<file path="src/rtl/branch_history_predictor.sv">
// Per-PC 2-bit saturating-counter branch predictor with saturating branch and
// mispredict statistics. Prediction and mispredict detection are combinational.
module branch_history_predictor #(
  parameter int unsigned IndexBits = 4,
  parameter int unsigned PcBits    = 32,
  parameter int unsigned InitState = 1,
  parameter int unsigned StatBits  = 16
) (
  input  logic                Clock,
  input  logic                Reset,
  input  logic                ClockEnable,
  input  logic                Tick,
  input  logic [PcBits-1:0]   IfPc,
  input  logic                IfIsBranch,
  output logic                PredictJump,
  input  logic                ExValid,
  input  logic [PcBits-1:0]   ExPc,
  input  logic                ExPredicted,
  input  logic                ExTaken,
  output logic                Mispredict,
  output logic [StatBits-1:0] BranchCount,
  output logic [StatBits-1:0] MispredictCount
);

  localparam int unsigned Entries = 1 << IndexBits;
  localparam logic [1:0]  InitCtr = 2'(InitState);

  logic [1:0]           ctr_q [Entries];
  logic [IndexBits-1:0] if_idx;
  logic [IndexBits-1:0] ex_idx;
  logic                 upd;

  // Word-aligned index; upper PC bits alias onto the same entry.
  assign if_idx = IfPc[IndexBits+1:2];
  assign ex_idx = ExPc[IndexBits+1:2];
  assign upd    = ClockEnable & Tick & ExValid & ~Reset;

  logic unused_pc_bits;
  assign unused_pc_bits = ^{IfPc[PcBits-1:IndexBits+2], IfPc[1:0],
                            ExPc[PcBits-1:IndexBits+2], ExPc[1:0]};

  always_comb begin
    PredictJump = IfIsBranch & ctr_q[if_idx][1];
    Mispredict  = ExValid & (ExPredicted ^ ExTaken);
  end

  always_ff @(posedge Clock or posedge Reset) begin
    if (Reset) begin
      for (int unsigned i = 0; i < Entries; i++) begin
        ctr_q[IndexBits'(i)] <= InitCtr;
      end
    end else if (upd) begin
      if (ExTaken) begin
        if (ctr_q[ex_idx] != 2'd3) ctr_q[ex_idx] <= ctr_q[ex_idx] + 2'd1;
      end else begin
        if (ctr_q[ex_idx] != 2'd0) ctr_q[ex_idx] <= ctr_q[ex_idx] - 2'd1;
      end
    end
  end

  always_ff @(posedge Clock or posedge Reset) begin
    if (Reset) begin
      BranchCount     <= '0;
      MispredictCount <= '0;
    end else if (upd) begin
      if (BranchCount != '1) BranchCount <= BranchCount + StatBits'(1);
      if (Mispredict && (MispredictCount != '1))
        MispredictCount <= MispredictCount + StatBits'(1);
    end
  end

endmodule

</file>
<file path="config.mk">
export PLATFORM = sky130hd
export DESIGN_NAME = branch_history_predictor
export DESIGN_NICKNAME = d
export VERILOG_FILES = /design/src/rtl/branch_history_predictor.sv
export SDC_FILE = /design/constraint.sdc
export NUM_CORES = 1
export LEC_CHECK = 0
export ABC_AREA = 1
export CORE_MARGIN = 1
export CORE_UTILIZATION = 29
export CTS_CLUSTER_DIAMETER = 30
export DETAILED_ROUTE_END_ITERATION = 7
export DONT_BUFFER_PORTS = 1
export GPL_TIMING_DRIVEN = 0
export SLEW_MARGIN = 25
export SYNTH_ARGS = -nofsm -noshare
export SYNTH_HDL_FRONTEND = slang
export SYNTH_SLANG_ARGS = --single-unit
</file>
<file path="constraint.sdc">
create_clock -name Clock -period 2.25 [get_ports Clock]
set_input_delay 0.3375 -clock Clock [delete_from_list [all_inputs] [get_ports Clock]]
set_output_delay 0.3375 -clock Clock [all_outputs]
set_load 0.005 [all_outputs]
</file>
* Word level (Yosys, flattened, before mapping)
Cells that the tools add are included.
** Word-level totals
- Input port bits :: 72
- Output and inout bits :: 34
- Flip-flop bits (word level) :: 64
- Logic and storage cells :: 58
** Cells by class
- Order comparisons :: 3
- Equality and inequality tests :: 4
- Bitwise operators :: 9
- Multiplexer cells :: 13
- Reductions and logical operators :: 7
- Add/subtract/negate cells :: 4
** Operators with widths (count)
- two-way mux 32 bit :: 3
- bitwise mux 32 bit :: 2
- adder 16 x 1 -> 16 bit (second input constant) :: 2
- inequality test 16 bit (second input constant) :: 2
- binary-select mux 2 bit (select 4 bit) :: 2
- >= comparator 5 bit (second input constant) :: 2
- two-way mux 2 bit :: 5
- NOT 4 -> 5 bit :: 2
- demux 2 bit (select 4 bit) :: 1
- bitwise AND 1 bit :: 5
- < comparator 5 x 1 -> 1 bit (second input constant) :: 1
- AND reduction 2 bit :: 2
- nonzero test 2 bit :: 2
- AND reduction 3 bit :: 1
- adder 2 x 1 -> 2 bit (second input constant) :: 1
- logical AND 1 bit :: 2
- inequality test 2 x 1 -> 1 bit (second input constant) :: 1
- inequality test 2 bit (second input constant) :: 1
- subtractor 2 x 1 -> 2 bit (second input constant) :: 1
- NOT 1 bit :: 1
- XOR 1 bit :: 1

* Logic depth before layout (Yosys ltp)
Gate-level depths: netlist (run 1).
- Word-level depth :: 8
- Gate-level depth with buffers :: 22
- Mapped depth without buffers :: 21

* Worst setup path after synthesis (run 1)
No wires, ideal clock.
- Path kind :: input-to-reg
- From :: input port ExPc[2]
- To :: register ctr_q[27] (netlist bit)
- Cell stages on the path :: 21
- Buffers on the path :: 2
- Required time :: 2.120 ns
- Arrival time :: 2.001 ns
- Slack :: 0.119 ns
- Library setup time :: 0.130 ns
- Path through :: buf_2 nand2_1 nand2_1 nand2_1 nand2_1 nand2_1 nand2_1 nor2_4 buf_4 inv_1 ha_1 inv_1 nand2_1 o21ai_0 nand2_1 inv_1 nand2_1 inv_1 nand2_1 nand2_1 o21ai_1
** On the way
- Cells in the longest elaborated chain, start to end :: 8
- Elaborated cells on any way between the ends :: 21
- Those cells by class :: add/sub (2); order compare (2); eq/ne (2); mux (10); bitwise (1); reduce/logical (4)
** RTL lines
- start, declared :: RTL line 17 : input logic [PcBits-1:0] ExPc,
- NOT 4 -> 5 bit (not written as such) * :: RTL line 54, 56
- binary-select mux 2 bit (select 4 bit), or another cell as far along :: RTL line 54, 56
- two-way mux 2 bit (not written as such) or logical AND 1 bit (tied branches) :: RTL line 54, 56
- two-way mux 2 bit (not written as such) :: RTL line 54, 56
- subtractor 2 x 1 -> 2 bit, or another cell as far along :: RTL line 56 : if (ctr_q[ex_idx] != 2'd0) ctr_q[ex_idx] <= ctr_q[ex_idx] - 2'd1;
- bitwise mux 32 bit, on equally long branches :: RTL line 56, 54
- two-way mux 32 bit, on equally long branches :: RTL line 56, 54
- two-way mux 32 bit :: RTL line 53 : if (ExTaken) begin
- end signal, assigned by index :: RTL line 50 : ctr_q[IndexBits'(i)] <= InitCtr;
- end, declared :: RTL line 28 : logic [1:0] ctr_q [Entries];
Every way passes the cells marked *; elsewhere a longest branch is shown, timed or not. The select of a mux whose other input is x is not followed.
A chain may end at the register's enable or synchronous reset.

==> impl_metrics.yaml, run 1 <==
sta:
  report.final.slew_viol_count: 0
  layout_min_cycle_time_ps: 2036
  fin_setup_tns_ps: 0
  timing.fmax_mhz: 491.3
  hold_violations: 0
  worst_pin_slew_ps: 559.6
  final-setup-viol-count: 0
  relSlewSlack_pct: 62.56
  hold_slack_ps: 212.3
  fin_skew_ps: 7.697
  finalCritPeriodShare_pct: 90.47
route:
  dr.pass1.iters: 4
  wl_per_cell_um: 11.93
  antenna_left: 0
  drt_iter0_markers: 134
  drc: 0
  vias_per_cell: 4.318
  num_vias: 3325
  routed_wl_um: 9187
setup_path:
  crit_arrival_ps: 2260
  cp-end-kind: "register"
  worst-setup-path-type: "register to register"
  r2r_cells: 16
  critical_path_required_ps: 2480
  critPathLaunchType: "register"
  cp_max_fo: 4
pwr:
  vdd_drop_max_uv: 337.2
  power.static_leakage_nw: 2.376
  power_density_nw_per_um2: 708.4
  power_mw: 3.206
global_route:
  grt.met3_usage_pct: 3.828
  antenna_found_initial: 0
  grt_pass1_wl_um: 15610
  grt_max_degree: 34
  grt_usage_pct: 14.37
  use_met2_pct: 22.06
  use_met1_pct: 18.33
  grt-ovfl-total: 0
  grt_pass1_vias: 3143
  grt_most_used_layer: "met2"
floorplanning:
  start_util_pct: 29.63
  ios: 106
  die_height_um: 118.1
  dieArea_um2: 13950
  rows: 42
  die_w_um: 118.1
  fp.coreArea_um2: 13190
yosys:
  synth.distinct_cells: 28
  synth-adder-area-share_pct: 1.280
  yosys_warnings: 0
  yosysTopAreaCellShare_pct: 30.73
  ys_seq_elements: 64
  synth_area_leader_cell: "dfrtp_1"
  synth_xor_area_share_pct: 4.930
  netlist_area_um2: 3909
  synth-simple-area-share_pct: 39.02
  synth_area_leaders: "dfrtp_1 31%, nand2_1 27%, dfstp_2 11%, inv_1 6.1%, nor2_1 3.6%"
  synth.cells.most_frequent: "277 x nand2_1, 64 x inv_1, 48 x dfrtp_1"
  avgSynthCellArea_um2: 6.822
  syn_nets: 649
  synth.area.mux_share_pct: 0
  async_flop_share_pct: 100.0
  synth_compound_area_share_pct: 4.802
  synth_top_family_by_area: "simple AND/OR/NAND/NOR gates"
  yosysMostFrequentCell: "nand2_1"
  synth_edf_count: 0
  ys.flop_type: "dfrtp_1"
  synth-seq-area-share_pct: 41.49
  synth_cells: 573
finish:
  fillers: 1406
  fin_cells: 770
  seqCellArea_um2: 1622
  multi_input_area_um2: 2008
  nets: 665
  fin_util_pct: 34.31
  drive_gt1_share_pct: 12.79
  n_antenna_cell: 0
  syn_to_final_growth_pct: 15.78
clock_tree:
  cts_buffers: 9
  cts-root-buf: "clkbuf_16"
  clk_latency_ps: 340
  cts_tree: "built"
  clk_pin_slew_ps: 50
  clk_path_buf_depth: 2
  clkSinkCount: 64
  h-tree-depth: 3
placement:
  place_hpwl_um: 6786
  dp_cells: 750
  portBuffers: 0
  gp_congestion: 0.8018
flow_run:
  maxCapViolCount: 0
min_path:
  holdPathStages: 3
  hp-class: "primary input to register"
outcome:
  status: "completed"
-- per-layer routing --
layer  vias to the layer above  share of wire, %
met1                      1464                48
met4                         0               2.3
met5                         -                 0
met2                        54                45
met3                        11               4.2
li1                       1796                 -
-- logic make-up after synthesis --
group / Yosys count
DFF: 64
buffers and inverters: 79
AOI/OAI and AO/OA: 35
and+or+nand+nor: 369
xor gates and xnor gates: 22
adders and majority gates: 4
-- worst max-delay path, cell delays in order, from the launching register on --
cell,delay (ps)
dfstp_2,520
nand2_1,50
nand2_1,60
nand2_1,50
nand2_1,70
nand2_1,40
nand2_1,120
nor2_4,60
ha_1,170
o21ai_1,120
nand2_1,110
inv_2,110
nand2_2,60
inv_2,140
nand2_4,90
nand2_1,80
o21ai_1,50
-- report_power, final --
group / internal [mW] / switching (mW)
Clock: 0.829 / 0.502
Combinational: 0.173 / 0.262
Sequential: 1.29 / 0.151
-- through the flow --
| stage | setup slack, ps | cell area, um^2 |
|---|---|---|
| 2_1_floorplan | 118.7 | 3909 |
| 3_3_place_gp | -519.1 | 4129 |
| 3_5_place_dp | -393.9 | 4151 |
| 4_1_cts | -3.317 | 4471 |
| 5_1_grt | -9.908 | 4526 |
| 6_report | 214.5 | 4526 |
-- worst paths after layout --
check,startpoint,endpoint,slack (ps)
min in group asynchronous,Reset,MispredictCount[0],470
max in group asynchronous,Reset,async pin,1180
worst min register to register,register,register,470
worst max-delay path,register,ctr_q[27],210
worst min-delay path,Reset,BranchCount[10],210
worst max register to register,register,ctr_q[27],210
-- area by class of cell --
| class | instances | area share (%) |
|---|---|---|
| repair buffers | 6 | 1.327 |
| flip-flops and latches | 64 | 35.83 |
| plain buffers | 8 | 1.382 |
| clock buffers | 13 | 5.972 |
| multi-input cells | 430 | 44.37 |
| clock inverters | 3 | 0.3318 |
| inverters | 70 | 5.917 |
| well taps | 176 | 4.866 |
-- what timing repair did --
| item | CTS | global route |
|---|---|---|
| cloned | 0 | 0 |
| pin swaps | 1 | 3 |
| gates resized for setup | 7 | 16 |
| endpoints found under the setup margin | 30 | 32 |
| setup buffers | 1 | 3 |
| hold buffers | 1 | 0 |
| endpoints found under the hold margin | 16 | 0 |
-- layout by cell type (no fill, tap or decap), drive strengths merged --
master and n:
nand3b 1, buf 11, clkinv 3, nand3 27
a22oi 4, o21ai 26, dfrtp 48, clkbuf 15
dlygate4sd3 1, dfstp 16, xnor2 12, nand2 280
nor2 42, ha 4, nor3 9, inv 70
xor2 10, a21oi 4, a21boi 1, nand4 10
Note: power is estimated with default switching activity, not from simulation.
==> inputs of run 2 (changes only) <==
--- a/config.mk
+++ b/config.mk
@@ -12,6 +12,7 @@
 export DETAILED_ROUTE_END_ITERATION = 7
 export DONT_BUFFER_PORTS = 1
 export GPL_TIMING_DRIVEN = 0
+export SKIP_LAST_GASP = 1
 export SLEW_MARGIN = 25
 export SYNTH_ARGS = -nofsm -noshare
 export SYNTH_HDL_FRONTEND = slang
==> results of run 2 <==
The final DEF is identical to that of run 1; final timing and power are the same.
==> inputs of run 3 (changes only) <==
--- a/config.mk
+++ b/config.mk
@@ -9,6 +9,7 @@
 export CORE_MARGIN = 1
 export CORE_UTILIZATION = 29
 export CTS_CLUSTER_DIAMETER = 30
+export CTS_CLUSTER_SIZE = 25
 export DETAILED_ROUTE_END_ITERATION = 7
 export DONT_BUFFER_PORTS = 1
 export GPL_TIMING_DRIVEN = 0
==> results of run 3 <==
The final DEF is identical to that of run 1; final timing and power are the same.
